--- config.mk ---
export PLATFORM = sky130hd
export DESIGN_NAME = beam_ctl
export DESIGN_NICKNAME = d
export VERILOG_FILES = /design/src/rtl/beam_ctl_pkg.sv /design/src/rtl/beam_ctl_regs.sv /design/src/rtl/beam_ctl.sv
export SDC_FILE = /design/constraint.sdc
export NUM_CORES = 1
export LEC_CHECK = 0
export CORE_ASPECT_RATIO = 0.8
export CORE_MARGIN = 2
export CORE_UTILIZATION = 39
export DETAILED_ROUTE_END_ITERATION = 10
export PLACE_DENSITY = 0.71
export SLEW_MARGIN = 20
export SYNTH_ARGS = -nofsm -noshare
export SYNTH_HDL_FRONTEND = slang
export SYNTH_SLANG_ARGS = --single-unit
--- constraint.sdc ---
create_clock -name clk -period 1.9 [get_ports clk]
set_input_delay 0.38 -clock clk [delete_from_list [all_inputs] [get_ports clk]]
set_output_delay 0.38 -clock clk [all_outputs]
set_load 0.005 [all_outputs]
--- src/rtl/beam_ctl_pkg.sv ---
// rtl/beam_ctl_pkg.sv - state codes, register map and ctl bit positions for beam_ctl
`timescale 1ns/1ps
package beam_ctl_pkg;

  typedef logic [2:0] state_t;

  localparam state_t ST_IDLE  = 3'd0;
  localparam state_t ST_ARMED = 3'd1;
  localparam state_t ST_LOAD  = 3'd2;
  localparam state_t ST_RUN   = 3'd3;
  localparam state_t ST_DONE  = 3'd4;

  localparam logic [2:0] ADDR_STEP  = 3'd0;
  localparam logic [2:0] ADDR_MOD   = 3'd1;
  localparam logic [2:0] ADDR_INIT  = 3'd2;
  localparam logic [2:0] ADDR_BURST = 3'd3;
  localparam logic [2:0] ADDR_CTL   = 3'd4;

  localparam int CTL_ARM   = 0;
  localparam int CTL_ABORT = 1;
  localparam int CTL_HALF  = 2;
  localparam int CTL_IMM   = 3;

endpackage

--- src/rtl/beam_ctl_regs.sv ---
// rtl/beam_ctl_regs.sv - host shadow bank, active bank committed on arm, ctl strobe decode
`timescale 1ns/1ps
module beam_ctl_regs
  import beam_ctl_pkg::*;
#(
  parameter int CW = 12,
  parameter int NW = 16
) (
  input  logic          clk,
  input  logic          reset_n,
  input  logic          lb_write,
  input  logic [2:0]    lb_addr,
  input  logic [15:0]   lb_data,
  input  logic          commit,
  output logic          arm_req,
  output logic          abort_req,
  output logic          imm_req,
  output logic [CW-1:0] phase_step,
  output logic [CW-1:0] modulo,
  output logic [CW-1:0] phase_init,
  output logic [NW-1:0] burst_len,
  output logic          half_rate
);

  logic          ctl_wr;
  logic [CW-1:0] sh_step;
  logic [CW-1:0] sh_mod;
  logic [CW-1:0] sh_init;
  logic [NW-1:0] sh_burst;

  assign ctl_wr    = lb_write && (lb_addr == ADDR_CTL);
  assign arm_req   = ctl_wr && lb_data[CTL_ARM];
  assign abort_req = ctl_wr && lb_data[CTL_ABORT];
  assign imm_req   = ctl_wr && lb_data[CTL_IMM];

  always_ff @(posedge clk or negedge reset_n) begin
    if (!reset_n) begin
      sh_step  <= '0;
      sh_mod   <= '0;
      sh_init  <= '0;
      sh_burst <= '0;
    end else if (lb_write) begin
      case (lb_addr)
        ADDR_STEP:  sh_step  <= lb_data[CW-1:0];
        ADDR_MOD:   sh_mod   <= lb_data[CW-1:0];
        ADDR_INIT:  sh_init  <= lb_data[CW-1:0];
        ADDR_BURST: sh_burst <= lb_data[NW-1:0];
        default: ;
      endcase
    end
  end

  // commit only ever coincides with a ctl write, so half_rate comes straight from that write
  always_ff @(posedge clk or negedge reset_n) begin
    if (!reset_n) begin
      phase_step <= '0;
      modulo     <= '0;
      phase_init <= '0;
      burst_len  <= '0;
      half_rate  <= 1'b0;
    end else if (commit) begin
      phase_step <= sh_step;
      modulo     <= sh_mod;
      phase_init <= sh_init;
      burst_len  <= sh_burst;
      half_rate  <= lb_data[CTL_HALF];
    end
  end

endmodule

--- src/rtl/beam_ctl.sv ---
// rtl/beam_ctl.sv - beam pulser sequencer: run FSM, ena generator, burst gating and bunch count
`timescale 1ns/1ps
module beam_ctl
  import beam_ctl_pkg::*;
#(
  parameter int CW = 12,
  parameter int NW = 16
) (
  input  logic          clk,
  input  logic          reset_n,
  input  logic          lb_write,
  input  logic [2:0]    lb_addr,
  input  logic [15:0]   lb_data,
  input  logic          trig,
  input  logic [CW-1:0] pulse_in,
  output logic          ena,
  output logic          bp_reset,
  output logic [CW-1:0] phase_step,
  output logic [CW-1:0] modulo,
  output logic [CW-1:0] phase_init,
  output logic [CW-1:0] pulse_out,
  output logic          busy,
  output logic          done,
  output logic [NW-1:0] bunches
);

  state_t        state;
  logic          arm_req;
  logic          abort_req;
  logic          imm_req;
  logic          commit;
  logic          half_rate;
  logic [NW-1:0] burst_len;
  logic [CW-1:0] pin_prev;
  logic          rise;
  logic          closing;

  assign commit   = arm_req && !abort_req && (state == ST_IDLE);
  assign rise     = (pulse_in != '0) && (pin_prev == '0);
  assign closing  = (burst_len != '0) && (bunches == burst_len) && (pulse_in == '0);
  assign bp_reset = (state != ST_RUN);
  assign busy     = (state == ST_ARMED) || (state == ST_LOAD) || (state == ST_RUN);

  beam_ctl_regs #(.CW(CW), .NW(NW)) u_regs (
    .clk        (clk),
    .reset_n    (reset_n),
    .lb_write   (lb_write),
    .lb_addr    (lb_addr),
    .lb_data    (lb_data),
    .commit     (commit),
    .arm_req    (arm_req),
    .abort_req  (abort_req),
    .imm_req    (imm_req),
    .phase_step (phase_step),
    .modulo     (modulo),
    .phase_init (phase_init),
    .burst_len  (burst_len),
    .half_rate  (half_rate)
  );

  always_ff @(posedge clk or negedge reset_n) begin
    if (!reset_n) ena <= 1'b1;
    else          ena <= half_rate ? ~ena : 1'b1;
  end

  // abort overrides every state and skips the tick work, so bunches keeps its value
  always_ff @(posedge clk or negedge reset_n) begin
    if (!reset_n) begin
      state     <= ST_IDLE;
      pulse_out <= '0;
      done      <= 1'b0;
      bunches   <= '0;
      pin_prev  <= '0;
    end else begin
      done <= 1'b0;
      if (abort_req) begin
        state     <= ST_IDLE;
        pulse_out <= '0;
      end else begin
        case (state)
          ST_IDLE: begin
            pulse_out <= '0;
            if (commit) begin
              bunches <= '0;
              state   <= imm_req ? ST_LOAD : ST_ARMED;
            end
          end
          ST_ARMED: if (ena && trig) state <= ST_LOAD;
          ST_LOAD: begin
            if (ena) begin
              pin_prev <= '0;
              state    <= ST_RUN;
            end
          end
          ST_RUN: begin
            if (ena) begin
              pulse_out <= pulse_in;
              pin_prev  <= pulse_in;
              if (rise && (bunches != '1)) bunches <= bunches + NW'(1);
              if (closing) begin
                state <= ST_DONE;
                done  <= 1'b1;
              end
            end
          end
          ST_DONE: begin
            pulse_out <= '0;
            state     <= ST_IDLE;
          end
          default: state <= ST_IDLE;
        endcase
      end
    end
  end

endmodule

After elaboration in Yosys (flattened, before gate mapping)
Cells that the tools add are included.
{ "word_totals": {"reg_bits": 150, "out_inout_bits": 68, "word_cells": 92} }
{ "op_classes": {"add_sub_neg": 1, "eq_ne": 20, "muxes": 22, "bitwise_logic": 2, "n_reduce_logical": 32} }
{ "ops": {"columns": ["op", "count"], "rows": [
  ["$mux W16", 3],
  ["$pmux W12 S2", 2],
  ["$mux W12", 3],
  ["$pmux W16 S2", 1],
  ["$logic_not A12 Y1", 2],
  ["$mux W3", 6],
  ["$add A16 B1 Y16 const B", 1],
  ["$eq A16 B16 Y1", 1],
  ["$ne A16 B16 Y1 const B", 1],
  ["$reduce_bool A16 Y1", 1],
  ["$eq A3 B2 Y1 const B", 4],
  ["$ne A3 B3 Y1 const B", 4],
  ["$pmux W3 S4", 1],
  ["$reduce_bool A12 Y1", 1],
  ["$logic_and A1 B1 Y1", 11],
  ["$reduce_and A2 Y1", 5],
  ["$reduce_and A5 Y1", 2],
  ["$eq A3 B1 Y1 const B", 2],
  ["$eq A3 B3 Y1 const B", 2],
  ["$logic_not A3 Y1", 2],
  ["$ne A2 B2 Y1 const B", 3],
  ["$ne A3 B2 Y1 const B", 2],
  ["$mux W1", 5],
  ["$reduce_and A4 Y1", 1],
  ["other kinds (8)", 11]
]} }

Depth between registers and ports, before layout
Gate-level depths: netlist of the first run.
{ "depth": {"ltp_word": 9, "depth_mapped": 8, "ltp_nobuf": 6} }

Hierarchy
From an unflattened synthesis of the first run, not the netlist that was laid out.
{ "unflattened": {"hier_cells": 443, "hier_area_um2": 6392.4} }
{ "modules_own_cells": {"columns": ["module", "instances", "cells_each", "area_per_inst_um2", "seq_area_each_um2"], "rows": [
  ["beam_ctl_regs", 1, 228, 4116.4, 2627.5],
  ["beam_ctl", 1, 215, 2275.9, 1127.3]
]} }

Worst setup path after synthesis of the first run
No wires, ideal clock.
{ "synth_timing": {"path_kind": "input to register", "startpoint": "input port lb_addr[0]", "endpoint": "register u_regs.half_rate", "t_arrival_ns": 1.916, "required_time_ns": 1.775, "slack_ns": -0.141, "stages": 6, "n_path_buf": 2, "path_cell_list": "and4bb_4 nand3_1 nor3_1 buf_2 buf_2 mux2_2"} }
{ "synth_via": {"elab_chain_cells": 6} }
{ "synth_lines": {"columns": ["element", "line", "rtl"], "rows": [
  ["start, declared", "beam_ctl.sv:12", "input logic [2:0] lb_addr,"],
  ["$eq A3 B3 Y1 (*)", "beam_ctl_regs.sv:31", "assign ctl_wr = lb_write && (lb_addr == ADDR_CTL);"],
  ["$logic_and A1 B1 Y1 (*)", "beam_ctl_regs.sv:31", null],
  ["$logic_and A1 B1 Y1", "beam_ctl_regs.sv:33", "assign abort_req = ctl_wr && lb_data[CTL_ABORT];"],
  ["$logic_not A1 Y1", "beam_ctl.sv:38", "assign commit = arm_req && !abort_req && (state == ST_IDLE);"],
  ["$logic_and A1 B1 Y1 (*) (2 in series)", "beam_ctl.sv:38", null],
  ["end signal, assigned", "beam_ctl_regs.sv:66", "half_rate <= lb_data[CTL_HALF];"],
  ["end, declared", "beam_ctl_regs.sv:22", "output logic half_rate"]
]} }
Every way passes the cells marked *; elsewhere a longest branch is shown, timed or not.
A chain may end at the register's enable or synchronous reset.

Final worst setup path of the first run
{ "layout_timing": {"startpoint": "input port lb_addr[0]", "endpoint": "register bunches[7]"} }
{ "layout_via": {"elab_chain_cells": 8} }
{ "layout_lines": {"columns": ["element", "line", "rtl"], "rows": [
  ["$eq A3 B3 Y1 (*)", "beam_ctl_regs.sv:31", null],
  ["$logic_and A1 B1 Y1 (*)", "beam_ctl_regs.sv:31", null],
  ["$logic_and A1 B1 Y1", "beam_ctl_regs.sv:33", null],
  ["$logic_not A1 Y1", "beam_ctl.sv:38", null],
  ["$logic_and A1 B1 Y1 (2 in series)", "beam_ctl.sv:38", null],
  ["$ne A2 B2 Y1 (no source line)", null, null],
  ["$reduce_and A5 Y1 (no source line) (*)", null, null],
  ["end signal, assigned", "beam_ctl.sv:99", "if (rise && (bunches != '1)) bunches <= bunches + NW'(1);"],
  ["end, declared", "beam_ctl.sv:24", "output logic [NW-1:0] bunches"]
]} }
Marked as above.

==> results of run 1 <==
==> stage by stage <==
stage | setup TNS (ns) | cells | hold WS [ns] | total power (W) | instance area, um^2
2_1_floorplan | -0.163 | 464 | 0.0844 | 0.00522 | 6250
3_3_place_gp | -32.55 | 833 | 0.291 | 0.00630 | 8060
3_5_place_dp | -40.65 | 833 | 0.299 | 0.00641 | 8060
4_1_cts | -0.747 | 870 | 0.398 | 0.00972 | 8720
5_1_grt | -7.00 | 870 | 0.427 | 0.0102 | 8750
6_report | -1.72 | 872 | 0.389 | 0.00967 | 8760
==> Yosys cell counts (4+ instances only) <==
library cell / instances / area [um^2]
dfrtp_1: 149 / 3730
mux2_2: 105 / 1180
nand2_1: 38 / 143
nor2_1: 18 / 67.6
xnor2_1: 16 / 140
a21oi_1: 15 / 75.1
a22o_1: 12 / 105
nor4_1: 12 / 75.1
nand4_1: 11 / 68.8
xor2_1: 11 / 96.3
and3_1: 8 / 50.1
buf_2: 8 / 40.0
clkbuf_1: 8 / 30.0
nand3_1: 6 / 30.0
o21ai_0: 4 / 20.0
==> critical path, cell delays in order <==
cell             delay, ns
clkdlybuf4s50_1       0.48
and4bb_4              0.26
nand3_2               0.11
nor3_4                0.06
bufbuf_16             0.32
buf_4                 0.15
or4_1                 0.49
nand2_1               0.08
==> cells by family after synthesis <==
kind of cell | count (synthesis)
AO/OA/AOI/OAI | 44
XOR/XNOR | 27
adder cells (fa/ha/maj) | 1
buffers and inverters | 21
flip-flops | 150
multiplexers | 105
AND/OR/NAND/NOR | 116
==> power groups by stage <==
stage                     combinational [W]  sequential (W)  clock, W
after floorplan                     0.00110         0.00412         0
after global placement              0.00217         0.00413         0
after detailed placement            0.00225         0.00416         0
after CTS                           0.00233         0.00411   0.00328
after global routing                0.00255         0.00418   0.00344
final                               0.00233         0.00411   0.00322
==> state kept, by name (all words and copies together), names as in the netlist <==
name	cells
u_regs.phase_step	12
pin_prev	12
u_regs.sh_step	12
u_regs.sh_mod	12
done	1
u_regs.half_rate	1
u_regs.sh_burst	16
pulse_out	12
bunches	16
u_regs.sh_init	12
state	3
ena	1
u_regs.burst_len	16
u_regs.modulo	12
u_regs.phase_init	12
==> cell type report <==
type                    instances  area share (%)
flip-flops and latches        150            42.9
clock buffers                  21            5.26
diodes                          2          0.0571
clock inverters                 9            1.19
well taps                     215            3.07
repair buffers                179            19.2
multi-input cells             293            28.3
inverters                       3           0.129
==> path summary, 6_finish.rpt <==
check | slack [ns] | startpoint | end | depth (start not counted)
min reg2reg | 0.39 | u_regs.half_rate | ena | 1
max | -0.07 | lb_addr[0] | bunches[7] | 8
max in group asynchronous | 0.83 | reset_n | u_regs.sh_burst[9] | 3
min in group asynchronous | 0.42 | reset_n | pulse_out[2] | 2
min | 0.39 | u_regs.half_rate | ena | 1
max reg2reg | -0.05 | state[1] | bunches[15] | 7
==> routing by layer <==
layer  up-vias  part of all wire [%]
met5         -                     0
met4         0                   1.8
met3        24                   5.7
met2       138                    48
met1      2279                    45
li1       2033                     -
==> repair_timing <==
| item | in CTS | in global routing |
|---|---|---|
| resized for setup | 10 | 6 |
| pin swaps | 2 | 0 |
| cloned | 1 | 0 |
| setup endpoints to repair | 23 | 72 |
| hold buffers | 1 | 0 |
| hold endpoints to repair | 32 | 0 |
| setup buffers | 5 | 0 |
==> impl_metrics.py, run 1 <==
metrics = {
    "yosys": {
        "synth_mux_area_share_pct": 19.0,
        "synth_fp_nets": 500,
        "synth_compound_area_share_pct": 5.22,
        "synth-seq-cells": 150,
        "synthSimpleGateAreaFrac_pct": 10.1,
        "synthAdderAreaFrac_pct": 0.201,
        "synth_top_family_by_area": "multiplexers",
        "synth_xor_area_share_pct": 3.80,
        "synth.avg_cell_area_um2": 13.4,
        "netlist_area_um2": 6230,
        "ys_seq_area_share_pct": 60.3,
        "yosysWarnings": 0,
        "synth_edf_count": 0,
        "synth-main-ff-cell": "dfrtp_1",
        "ys_types": 44,
        "async_flop_share_pct": 100,
        "netlist_instances": 464,
    },
    "sta": {
        "period_share_pct": 104,
        "skew_ns": 0.00701,
        "relSlewSlack_pct": 68.7,
        "finalHoldViolations": 0,
        "max_freq_ghz": 0.507,
        "min_period_ns": 1.97,
        "grt_setup_unrepaired": "true",
        "setup_ws_ns": -0.0740,
        "final_max_slew_viol_count": 0,
        "worst-slew-pin-transition_ns": 0.469,
        "setup_violations": 47,
    },
    "min_path": {
        "hold_class": "reg -> reg",
    },
    "final_layout": {
        "layout_common_cells": "149 x dfrtp_1, 105 x mux2_2, 98 x clkdlybuf4s50_1, 70 x buf_4, 38 x nand2_1",
        "multiInputGateArea_um2": 2480,
        "nFillCells": 1274,
        "areaGrowthSynthToFinish_pct": 40.6,
        "final_core_utilization_pct": 55.8,
        "drive_gt1_share_pct": 35.6,
        "final_common_cell": "dfrtp_1",
        "nets": 680,
        "seq_area_um2": 3750,
    },
    "status": {
        "violations": "negative setup slack",
        "status": "complete, but fails checks",
    },
    "routing": {
        "avgRoutedWirePerCell_um": 17.6,
        "drt_iter0_markers": 273,
        "vias_per_cell": 5.13,
        "vias": 4474,
        "drtAntennaViolNets": 0,
        "drcViolationCount": 0,
        "wirelength_mm": 15.4,
        "first_pass_iters": 4,
    },
    "global_routing": {
        "first_global_vias": 4790,
        "antenna_found_initial": 0,
        "use_met2_pct": 31.8,
        "grt_max_degree": 66,
        "grt_pass1_wl_mm": 25.3,
        "met3_usage_pct": 4.84,
        "grtUsageTotal_pct": 19.1,
        "globalRouteOverflowTotal": 0,
        "use_met1_pct": 24.6,
        "grt-busiest-layer": "met2",
    },
    "clock_tree": {
        "htree_levels": 4,
        "clkLatencyLatePin_ns": 0.42,
        "clk_path_buf_depth": 2,
        "clock_sinks": 150,
        "cts.clk_slew.worst_paths_ns": 0.06,
        "clockRootBuffer": "clkbuf_16",
        "numCtsBuffers": 17,
        "cts_tree": "done",
    },
    "critical_path": {
        "start_kind": "input port",
        "endpoint_kind": "flop",
        "critPathRequiredTime_ns": 2.26,
        "worstPathArrival_ns": 2.33,
        "crit_type": "in -> reg",
        "cp_max_fo": 20,
    },
    "floorplan": {
        "die_h_um": 117,
        "initial_core_util_pct": 39.7,
        "io_pins": 103,
        "dieArea_um2": 17000,
        "fp.coreArea_um2": 15700,
        "die_w_um": 145,
        "placementRows": 41,
    },
    "power": {
        "power_density_nw_per_um2": 1100,
        "power_switching_share_pct": 26.9,
        "p_leak_nw": 3.96,
        "seq_power_share_pct": 42.5,
        "peakVddDrop_v": 0.000699,
        "power.share.clock_pct": 33.4,
        "p_comb_share_pct": 24.1,
        "power.switching_w": 0.00260,
        "p_int_w": 0.00706,
    },
    "job": {
        "max-cap-violations": 0,
    },
    "place": {
        "gp_congestion": 0.888,
        "dp_hpwl_mm": 10.8,
        "io_buffers": 102,
        "dp_slack_ns": -0.488,
    },
}
Power figures use the tool's default switching activity.
==> inputs of run 2 (changes only) <==
--- a/config.mk
+++ b/config.mk
@@ -8,6 +8,7 @@
 export CORE_ASPECT_RATIO = 0.8
 export CORE_MARGIN = 2
 export CORE_UTILIZATION = 39
+export CTS_CLUSTER_SIZE = 20
 export DETAILED_ROUTE_END_ITERATION = 10
 export PLACE_DENSITY = 0.71
 export SLEW_MARGIN = 20
==> results of run 2 <==
The final DEF is identical to that of run 1; final timing and power are the same.
==> inputs of run 3 (changes only) <==
--- a/config.mk
+++ b/config.mk
@@ -6,8 +6,9 @@
 export NUM_CORES = 1
 export LEC_CHECK = 0
 export CORE_ASPECT_RATIO = 0.8
-export CORE_MARGIN = 2
+export CORE_MARGIN = 8
 export CORE_UTILIZATION = 39
+export CTS_BUF_LIST = sky130_fd_sc_hd__clkbuf_16
 export CTS_CLUSTER_SIZE = 20
 export DETAILED_ROUTE_END_ITERATION = 10
 export PLACE_DENSITY = 0.71
==> run 3 against run 2 <==
  * The flow still finishes with violations (negative setup slack)
  * Sequential share of layout area fell by 0.86 points
  * Sequential cell count did not move
  * Sequential power barely moved
==> impl_metrics.py, run 3 (synthesis results as in run 1) <==
metrics = {
    "min_path": {
        "hold_class": "reg -> reg",
    },
    "routing": {
        "vias": 4486,
        "drt_iter0_markers": 225,
        "drcViolationCount": 0,
        "wirelength_mm": 16.2,
        "drtAntennaViolNets": 0,
        "first_pass_iters": 4,
        "avgRoutedWirePerCell_um": 18.4,
        "vias_per_cell": 5.10,
    },
    "final_layout": {
        "drive_gt1_share_pct": 38.0,
        "final_core_utilization_pct": 56.9,
        "areaGrowthSynthToFinish_pct": 43.5,
        "stdcell_area_um2": 8940,
        "multiInputGateArea_um2": 2530,
        "final_common_cell": "dfrtp_1",
        "diodes": 0,
        "top_regs": "bunches x16, u_regs.burst_len x16, u_regs.sh_burst x16",
        "seq_area_um2": 3750,
        "nFillCells": 1274,
        "nets": 687,
        "layout_common_cells": "149 x dfrtp_1, 105 x mux2_2, 98 x clkdlybuf4s50_1, 72 x buf_4, 38 x nand2_1",
    },
    "global_routing": {
        "globalRouteOverflowTotal": 0,
        "first_global_vias": 4842,
        "antenna_found_initial": 0,
        "grt_pass1_wl_mm": 26.1,
        "grt_max_degree": 57,
        "grtUsageTotal_pct": 16.5,
    },
    "place": {
        "io_buffers": 102,
        "dp_hpwl_mm": 11.4,
        "place_area_um2": 8110,
        "gp_congestion": 0.902,
    },
    "critical_path": {
        "critPathRequiredTime_ns": 2.25,
        "start_kind": "flop",
        "max_stage_delay_ns": 0.42,
        "cp_max_fo": 5,
        "path_cells": "and3b_2 -> buf_6 -> and4_4 -> a211oi_4 -> nand2_4 -> or4_4 -> a21oi_2",
        "worstPathArrival_ns": 2.37,
        "cp.buffers_inverters": 1,
        "crit_type": "reg -> reg",
        "critical-path-top-delay-family": "simple AND/OR/NAND/NOR gates",
        "endpoint_kind": "flop",
        "slowest_stage": "or4_4",
    },
    "clock_tree": {
        "clk_path_buf_depth": 2,
        "cts_tree": "done",
        "clockRootBuffer": "clkbuf_16",
        "clock_sinks": 150,
        "htree_levels": 4,
        "clkLatencyLatePin_ns": 0.43,
        "numCtsBuffers": 17,
        "cts.clk_slew.worst_paths_ns": 0.06,
    },
    "floorplan": {
        "die_h_um": 129,
        "dieArea_um2": 20300,
        "fp.coreArea_um2": 15700,
        "placementRows": 41,
        "io_pins": 103,
        "die_w_um": 157,
        "initial_core_util_pct": 39.7,
    },
    "power": {
        "power_w": 0.0102,
        "p_leak_nw": 4.02,
        "peakVddDrop_v": 0.000800,
        "power_density_nw_per_um2": 1140,
    },
    "sta": {
        "setup_ws_ns": -0.112,
        "setup_violations": 30,
        "relSlewSlack_pct": 62.0,
        "final_max_slew_viol_count": 0,
        "grt_setup_unrepaired": "true",
        "skew_ns": 0.00971,
        "min_period_ns": 2.01,
        "finalHoldViolations": 0,
        "max_freq_ghz": 0.497,
        "setup_tns_ns": -0.673,
        "period_share_pct": 106,
        "worst-slew-pin-transition_ns": 0.570,
        "fin_worst_hold_slack_ns": 0.409,
    },
    "job": {
        "max-cap-violations": 0,
    },
    "status": {
        "violations": "negative setup slack",
        "status": "complete, but fails checks",
    },
}
-- run 3: changes by cell type in the layout (fill, tap and decap cells not counted), sizes merged --
cell         change
clkbuf           -3
bufinv           +1
inv              +7
diode            -2
clkinvlp         +2
dlygate4sd2      -1
bufbuf           -1
clkinv           -4
buf              +8
-- run 3: path summary, 6_finish.rpt --
| kind | from | to | slack (ns) | cells past startpoint |
|---|---|---|---|---|
| worst min register to register | u_regs.half_rate | ena | 0.41 | 1 |
| worst min-delay path | u_regs.half_rate | ena | 0.41 | 1 |
| worst max-delay path | state[0] | bunches[15] | -0.11 | 7 |
| worst max register to register | state[0] | bunches[15] | -0.11 | 7 |
| max in group asynchronous | reset_n | bunches[0] | 0.73 | 3 |
| min in group asynchronous | reset_n | pin_prev[3] | 0.51 | 2 |
-- run 3: worst register-to-register path, cell delays in order (launching register included) --
cell and delay, ns:
dfrtp_1 0.41, and3b_2 0.24, buf_6 0.13, and4_4 0.17, a211oi_4 0.33, nand2_4 0.11
or4_4 0.42, a21oi_2 0.13
-- run 3: routing by layer --
metal / vias to the layer above / GRT usage, % / wire length [um]
li1: 2045 / - / -
met2: 174 / 25.6 / 7500
met5: - / 0 / 0
met1: 2242 / 21.4 / 7250
met4: 0 / 6.26 / 269
met3: 25 / 4.99 / 1150
-- run 3: final cells by class --
type | instances | area share, %
Sequential cell | 150 | 42.0
Multi-Input combinational cell | 293 | 28.3
Timing Repair Buffer | 186 | 19.7
Clock buffer | 17 | 4.76
Tap cell | 215 | 3.01
Clock inverter | 15 | 2.16
Inverter | 3 | 0.126
-- run 3: what timing repair did --
| action | in CTS | in global routing |
|---|---|---|
| gates cloned | 1 | 0 |
| endpoints found under the hold margin | 50 | 0 |
| hold buffers | 1 | 0 |
| setup endpoints to repair | 37 | 65 |
| gates resized for setup | 14 | 15 |
| pin swaps | 7 | 9 |
| setup buffers | 8 | 2 |
-- run 3: per-stage QoR --
stage	instances	setup WS [ns]
2_1_floorplan	464	-0.0755
3_3_place_gp	835	-0.441
3_5_place_dp	835	-0.512
4_1_cts	877	-0.0470
5_1_grt	879	-0.182
6_report	879	-0.112
-- run 3: report_power, final --
part	switching, W	total, W	internal, W
combinational	0.00113	0.00258	0.00145
sequential	0.000342	0.00412	0.00378
clock	0.00142	0.00352	0.00210
